**src/rtl/periodo_defs_pkg.sv**
```systemverilog
// periodo_defs: shared definitions for the period-measurement exercises.
//   estado_e       : sequencer state encoding (IDLE=0, ARM=1, MEASURE=2, DONE=3)
//   CNT_W_DEF      : default period counter width
//   LOG2_AVG_DEF   : default log2 of periods averaged per measurement
package periodo_defs;

    typedef enum logic [1:0] {
        IDLE    = 2'd0,
        ARM     = 2'd1,
        MEASURE = 2'd2,
        DONE    = 2'd3
    } estado_e;

    localparam int CNT_W_DEF    = 16;
    localparam int LOG2_AVG_DEF = 2;

endpackage

```
**src/rtl/sincronizador_flanco.sv**
```systemverilog
// sincronizador_flanco: 2-FF synchronizer plus one delay register, giving a
// one-cycle rising-edge strobe on an asynchronous input.
//   clk     : system clock
//   rst_n   : asynchronous active-low reset
//   i_async : asynchronous input
//   o_rise  : one-cycle pulse per synchronized rising edge
module sincronizador_flanco (
    input  logic clk,
    input  logic rst_n,
    input  logic i_async,
    output logic o_rise
);

    // [0],[1] are the synchronizer, [2] is the delayed copy for edge detect
    logic [2:0] sync_q;

    always_ff @(posedge clk or negedge rst_n) begin
        if (!rst_n) begin
            sync_q <= '0;
        end else begin
            sync_q <= {sync_q[1:0], i_async};
        end
    end

    assign o_rise = sync_q[1] & ~sync_q[2];

endmodule

```
**src/rtl/medidor_periodo_ctrl.sv**
```systemverilog
// medidor_periodo_ctrl: measures the period of an asynchronous signal in clk
// cycles, averaging 2^LOG2_AVG consecutive periods, with start/done handshake
// and timeout when no edge arrives within 2^CNT_W-1 cycles.
//   clk, rst_n  : clock, asynchronous active-low reset
//   i_start     : request a measurement (honoured only in IDLE)
//   i_signal    : asynchronous signal under measurement
//   o_busy      : high while arming or measuring
//   o_done      : one-cycle completion pulse
//   o_timeout   : measurement aborted; held until next accepted i_start
//   o_periodo   : averaged period, held between measurements
module medidor_periodo_ctrl
    import periodo_defs::*;
#(
    parameter int CNT_W    = CNT_W_DEF,
    parameter int LOG2_AVG = LOG2_AVG_DEF
) (
    input  logic             clk,
    input  logic             rst_n,
    input  logic             i_start,
    input  logic             i_signal,
    output logic             o_busy,
    output logic             o_done,
    output logic             o_timeout,
    output logic [CNT_W-1:0] o_periodo
);

    localparam int ACC_W = CNT_W + LOG2_AVG;
    localparam int N_W   = LOG2_AVG + 1;
    localparam logic [CNT_W-1:0] CNT_MAX = '1;
    // sample count already held when the final sample arrives
    localparam logic [N_W-1:0]   N_LAST  = N_W'((1 << LOG2_AVG) - 1);

    estado_e          state_q, state_d;
    logic [CNT_W-1:0] cnt_q, cnt_d;
    logic [ACC_W-1:0] acc_q, acc_d;
    logic [N_W-1:0]   n_q, n_d;
    logic             tout_q, tout_d;
    logic [CNT_W-1:0] per_q, per_d;

    logic             rise;
    logic [ACC_W-1:0] sum;

    sincronizador_flanco u_sync (
        .clk    (clk),
        .rst_n  (rst_n),
        .i_async(i_signal),
        .o_rise (rise)
    );

    // accumulator including the sample being taken this cycle
    assign sum = acc_q + ACC_W'(cnt_q);

    always_ff @(posedge clk or negedge rst_n) begin
        if (!rst_n) begin
            state_q <= IDLE;
            cnt_q   <= '0;
            acc_q   <= '0;
            n_q     <= '0;
            tout_q  <= 1'b0;
            per_q   <= '0;
        end else begin
            state_q <= state_d;
            cnt_q   <= cnt_d;
            acc_q   <= acc_d;
            n_q     <= n_d;
            tout_q  <= tout_d;
            per_q   <= per_d;
        end
    end

    always_comb begin
        state_d = state_q;
        cnt_d   = cnt_q;
        acc_d   = acc_q;
        n_d     = n_q;
        tout_d  = tout_q;
        per_d   = per_q;
        case (state_q)
            IDLE: begin
                if (i_start) begin
                    state_d = ARM;
                    cnt_d   = '0;
                    acc_d   = '0;
                    n_d     = '0;
                    tout_d  = 1'b0;
                end
            end
            ARM: begin
                // cnt doubles as timeout timer until the first edge
                if (rise) begin
                    state_d = MEASURE;
                    cnt_d   = CNT_W'(1);
                end else if (cnt_q == CNT_MAX) begin
                    state_d = DONE;
                    tout_d  = 1'b1;
                end else begin
                    cnt_d = cnt_q + CNT_W'(1);
                end
            end
            MEASURE: begin
                // an edge on the limit cycle is still a valid sample
                if (rise) begin
                    acc_d = sum;
                    cnt_d = CNT_W'(1);
                    n_d   = n_q + N_W'(1);
                    if (n_q == N_LAST) begin
                        state_d = DONE;
                        per_d   = CNT_W'(sum >> LOG2_AVG);
                    end
                end else if (cnt_q == CNT_MAX) begin
                    state_d = DONE;
                    tout_d  = 1'b1;
                end else begin
                    cnt_d = cnt_q + CNT_W'(1);
                end
            end
            DONE:    state_d = IDLE;
            default: state_d = IDLE;
        endcase
    end

    assign o_busy    = (state_q == ARM) || (state_q == MEASURE);
    assign o_done    = (state_q == DONE);
    assign o_timeout = tout_q;
    assign o_periodo = per_q;

endmodule
```
**config.mk**
```make
export PLATFORM = sky130hd
export DESIGN_NAME = medidor_periodo_ctrl
export DESIGN_NICKNAME = d
export VERILOG_FILES = /design/src/rtl/periodo_defs_pkg.sv /design/src/rtl/sincronizador_flanco.sv /design/src/rtl/medidor_periodo_ctrl.sv
export SDC_FILE = /design/constraint.sdc
export NUM_CORES = 1
export LEC_CHECK = 0
export ABC_CLOCK_PERIOD_IN_PS = 7000
export CAP_MARGIN = 20
export CORE_ASPECT_RATIO = 1.5
export CORE_MARGIN = 3
export CORE_UTILIZATION = 28
export DETAILED_ROUTE_END_ITERATION = 7
export PLACE_DENSITY = 0.43
export SLEW_MARGIN = 5
export SYNTH_ARGS = -nofsm -noshare
export SYNTH_HDL_FRONTEND = slang
export SYNTH_SLANG_ARGS = --single-unit
```
**constraint.sdc**
```tcl
create_clock -name clk -period 7 [get_ports clk]
set_input_delay 1.4 -clock clk [delete_from_list [all_inputs] [get_ports clk]]
set_output_delay 1.4 -clock clk [all_outputs]
set_load 0.01 [all_outputs]
```
# --- Word-level counts from Yosys, hierarchy flattened ---
# Index checks and enable logic that the tools add are counted.
# W data, S select, Z words.
op_classes:
  reduce_logical: 10
  bitwise_logic: 2
  eq_ne: 11
  add_sub_neg: 3
  n_mux: 20
ops:
  columns: ["op", "count"]
  rows:
  - ["$mux W16", 3]
  - ["$mux W18", 2]
  - ["$pmux W18 S2", 1]
  - ["$pmux W16 S2", 1]
  - ["$add A18 B16 Y18", 1]
  - ["$add A16 B1 Y16 const B", 1]
  - ["$eq A16 B16 Y1 const B", 1]
  - ["$mux W2", 5]
  - ["$reduce_and A3 Y1", 3]
  - ["$pmux W2 S4", 1]
  - ["$mux W3", 2]
  - ["$ne A2 B2 Y1 const B", 3]
  - ["$ne A3 B3 Y1 const B", 2]
  - ["$pmux W3 S2", 1]
  - ["$eq A2 B2 Y1 const B", 2]
  - ["$reduce_and A4 Y1", 1]
  - ["$reduce_bool A2 Y1", 2]
  - ["$add A3 B1 Y3 const B", 1]
  - ["$eq A3 B2 Y1 const B", 1]
  - ["$mux W1", 3]
  - ["$eq A2 B1 Y1 const B", 1]
  - ["$logic_not A2 Y1", 1]
  - ["$ne A2 B1 Y1 const B", 1]
  - ["$pmux W1 S2", 1]
  - ["other kinds (5)", 5]
totals:
  register_bits: 59
  output_inout_bits: 19

# --- Logic depth before layout (Yosys ltp) ---
logic_depth:
  depth_word: 4
  mapped_depth: 10
  ltp_nobuf: 8

# --- By module ---
# Synthesis repeated with hierarchy kept, for this count alone.
hier_totals:
  cells_unflattened: 373
  area_unflattened_um2: 3518.4
by_module_without_submodules:
  columns: ["mod", "n_inst", "cells_per_inst", "area_each_um2"]
  rows:
  - ["medidor_periodo_ctrl", 1, 369, 3429.5]
  - ["sincronizador_flanco", 1, 4, 88.8]

# --- Worst setup path after synthesis ---
# OpenSTA, ideal clock, no wires.
synth_path:
  kind: "in2reg"
  from: "input port i_start"
  to: "register cnt_q[8]"
  slack_ns: 4.385
  required_ns: 6.874
  arrival_ns: 2.489
  setup_time_ns: 0.126
  path_buffers: 2
  stages: 8
  cell_sequence: "nor2b_1 > clkbuf_1 > nor2_1 > o31a_1 > buf_2 > nand4_1 > xnor2_1 > nor2b_1"
synth_between:
  elab_chain_len: 2
synth_rtl:
  columns: ["item", "line_no", "text"]
  rows:
  - ["start: declaration", "medidor_periodo_ctrl.sv:19", "input logic i_start,"]
  - ["$ne A2 B2 Y1 (no source line)", null, null]
  - ["$reduce_and A3 Y1 (no source line)", null, null]
  - ["end signal: assignment", "medidor_periodo_ctrl.sv:63", "cnt_q <= cnt_d;"]
  - ["end: declaration", "medidor_periodo_ctrl.sv:34", "logic [CNT_W-1:0] cnt_q, cnt_d;"]
# Every way passes these cells.
# A chain may end at the register's enable or synchronous reset.

# --- Worst setup path after layout ---
layout_path:
  from: "register state_q[0]"
  to: "output port o_busy"
layout_between:
  elab_chain_len: 2
  word_cells_on_any_way: 3
  classes_between: "eq/ne (2); reduce/logical (1)"
layout_rtl:
  columns: ["item", "line_no", "text"]
  rows:
  - ["start: declaration", "medidor_periodo_ctrl.sv:33", "estado_e state_q, state_d;"]
  - ["start signal: assignment", "medidor_periodo_ctrl.sv:62", "state_q <= state_d;"]
  - ["$eq A2 B1 Y1 / $eq A2 B2 Y1 (equally long branches)", "medidor_periodo_ctrl.sv:122", "assign o_busy = (state_q == ARM) || (state_q == MEASURE);"]
  - ["$logic_or A1 B1 Y1 *", "medidor_periodo_ctrl.sv:122", null]
  - ["end: declaration", "medidor_periodo_ctrl.sv:21", "output logic o_busy,"]
# Mark *: on every way between the ends. The rest lies on a longest branch, timed or not.

==> results.cfg <==
[sta]
period_needed_ns = 3.13
hold_viol_final = 0
hold_ws_ns = 0.348
setup_tns_ns = 0
worstMarginPinSlew_ns = 0.888
finClkSkew_ns = 0.00552
slew_violations = 0
worst_slew_margin_rel = 0.406
finalCritPeriodShare = 0.447
setup_viol = 0
fmax_mhz = 320
rsz0062_at_grt = no

[die]
rows = 49
die_w_um = 96.7
ios = 23
die_area_um2 = 13700
initial_core_util = 0.288
chipHeight_um = 142
core_area_um2 = 12000

[run]
cap_viol_max_count = 0

[critical_path]
crit_path_cell_trace = inv_1 -> ha_1 -> clkdlybuf4s50_1
cp-start-kind = flip-flop
crit_type = reg2out
cp.arrival_ns = 1.73
crit_path_top_delay_cell = clkdlybuf4s50_1
cp-end-kind = primary output
max_stage_delay_ns = 0.57
cp.required_ns = 5.60
cp_max_fo = 4

[pwr]
fin_total_pwr_mw = 1.04
vdd.ir_drop.worst_mv = 0.111
leakagePower_nw = 1.93
power.density_nw_per_um2 = 252

[clock_tree]
insertion_delay_ns = 0.33
clk_path_buf_depth = 2
ctsResizeCount = 0
cts_setup_buffers = 0
hold_buffers = 0
clockRootBuffer = clkbuf_16
clkSinkCount = 59
tritoncts = yes
htree_levels = 3
clkTransAtPathRegs_ns = 0.05
numCtsBuffers = 9

[layout]
layout_common_cells = dfrtp_1 (59), nand2_1 (46), nor2_1 (33)
diodes = 0
drive_gt1_frac = 0.0742
stdcell_count = 544
final_common_cell = dfrtp_1
final_nets = 415
syn_to_final_growth_pct = 19.2

[place]
port_buffers = 22
dp_hpwl_mm = 6.30
dp.cells = 529
place_congestion = 0.786

[logic_synthesis]
yosysWarnings = 0
async_flop_share = 1.00
syn-cell-area_um2 = 3460
synth_flop_cell = dfrtp_1
ys_ff_latch = 59
syn-instance-count = 367
ys_top_cells_by_area = dfrtp_1 (43%), ha_1 (8.3%), nand2_1 (5.0%), nor2_1 (3.6%), xor2_1 (3.5%)
synth_top_area_frac = 0.427
synth_area_per_cell_um2 = 9.42
synth_edf_count = 0
synth_cell_type_count = 50
synth_top_area_cell = dfrtp_1
syn_nets = 395
ys_seq_area_frac = 0.427

[global_routing]
antenna_found_initial = 0
grt_pass1_vias = 2883
grt_pass1_wl_mm = 14.9
grt_max_degree = 60
grt_usage = 0.137
overflow = 0

[route]
route.met3.wl_um = 159
via_count = 2782
wl_met2_mm = 4.59
viasPerCell = 5.11
postRouteAntennaNets = 0
wl_mm = 8.89
drc = 0
m1WireLength_mm = 3.93
first_iter_violations = 110
routedWlPerCell_um = 16.3
routed.top_layer = met4
firstDrtPassIters = 4

[status]
status = completed

[worst_hold_path]
hold_class = reg2reg
[area by class of cell]
class | count | area [um^2]
Clock buffer | 14 | 294
Multi-Input combinational cell | 288 | 1900
Inverter | 5 | 18.8
Clock inverter | 1 | 5.00
Tap cell | 153 | 191
Sequential cell | 59 | 1480
Fill cell | 1286 | 7900
Timing Repair Buffer | 24 | 230
[cells in the mapped netlist, drive strengths merged, types with 4 or more instances]
| library cell | instances |
|---|---|
| a22o | 11 |
| mux2 | 5 |
| clkbuf | 14 |
| o21ai | 20 |
| and3 | 9 |
| nor3 | 5 |
| or3 | 7 |
| nor2b | 4 |
| nand3 | 14 |
| a21o | 6 |
| nand2 | 46 |
| xnor2 | 10 |
| dfrtp | 59 |
| xor2 | 14 |
| a21oi | 20 |
| nor2 | 33 |
| nand4 | 13 |
| o21a | 6 |
| inv | 5 |
| ha | 23 |
[metrics by stage]
step	worst slack (ns)	instance area, um^2	util
final	3.87	4120	0.343
after global routing	3.78	4120	0.343
after CTS	3.85	4120	0.343
after detailed placement	3.65	3820	0.318
after global placement	3.69	3820	0.318
after floorplan	4.39	3460	-
[per-layer routing]
| layer | vias to the layer above | GRT usage |
|---|---|---|
| met5 | - | 0 |
| met4 | 0 | 0.0666 |
| met3 | 12 | 0.0201 |
| met2 | 31 | 0.245 |
| met1 | 1362 | 0.162 |
| li1 | 1377 | - |
[cell families after synthesis]
logic type      synth area share
simple gates               0.199
compound gates             0.179
flops                      0.427
xor+xnor                  0.0608
fa+ha+maj                 0.0891
buf+inv                   0.0221
mux                       0.0221
[where the power goes]
part	total [mW]	leakage [nW]	internal, mW	switching (mW)
clock	0.440	0.151	0.285	0.155
sequential	0.377	0.812	0.357	0.0198
combinational	0.220	0.962	0.0687	0.151
[state kept, by name (all words and copies together), names as in the netlist]
signal / cells
o_periodo: 16
state_q: 2
cnt_q: 16
n_q: 3
acc_q: 18
u_sync.sync_q: 3
o_timeout: 1
[worst paths after layout]
path                                  startpoint               end  slack, ns  cells after the start
max in group asynchronous                  rst_n  u_sync.sync_q[2]       5.22                      2
min in group asynchronous                  rst_n      o_periodo[1]       1.24                      2
worst max-delay path                  state_q[0]            o_busy       3.87                      3
worst max register to register          cnt_q[0]         acc_q[14]       4.18                      8
worst min-delay path            u_sync.sync_q[0]  u_sync.sync_q[1]       0.35                      0
worst min register to register  u_sync.sync_q[0]  u_sync.sync_q[1]       0.35                      0
[critical path, delay by kind of cell, from the launching register on]
kind / cells / cell delay, ns
flip-flops: 1 / 0.39
buffers and inverters: 2 / 0.66
adder cells (fa/ha/maj): 1 / 0.34
Note: power is estimated with default switching activity, not from simulation.
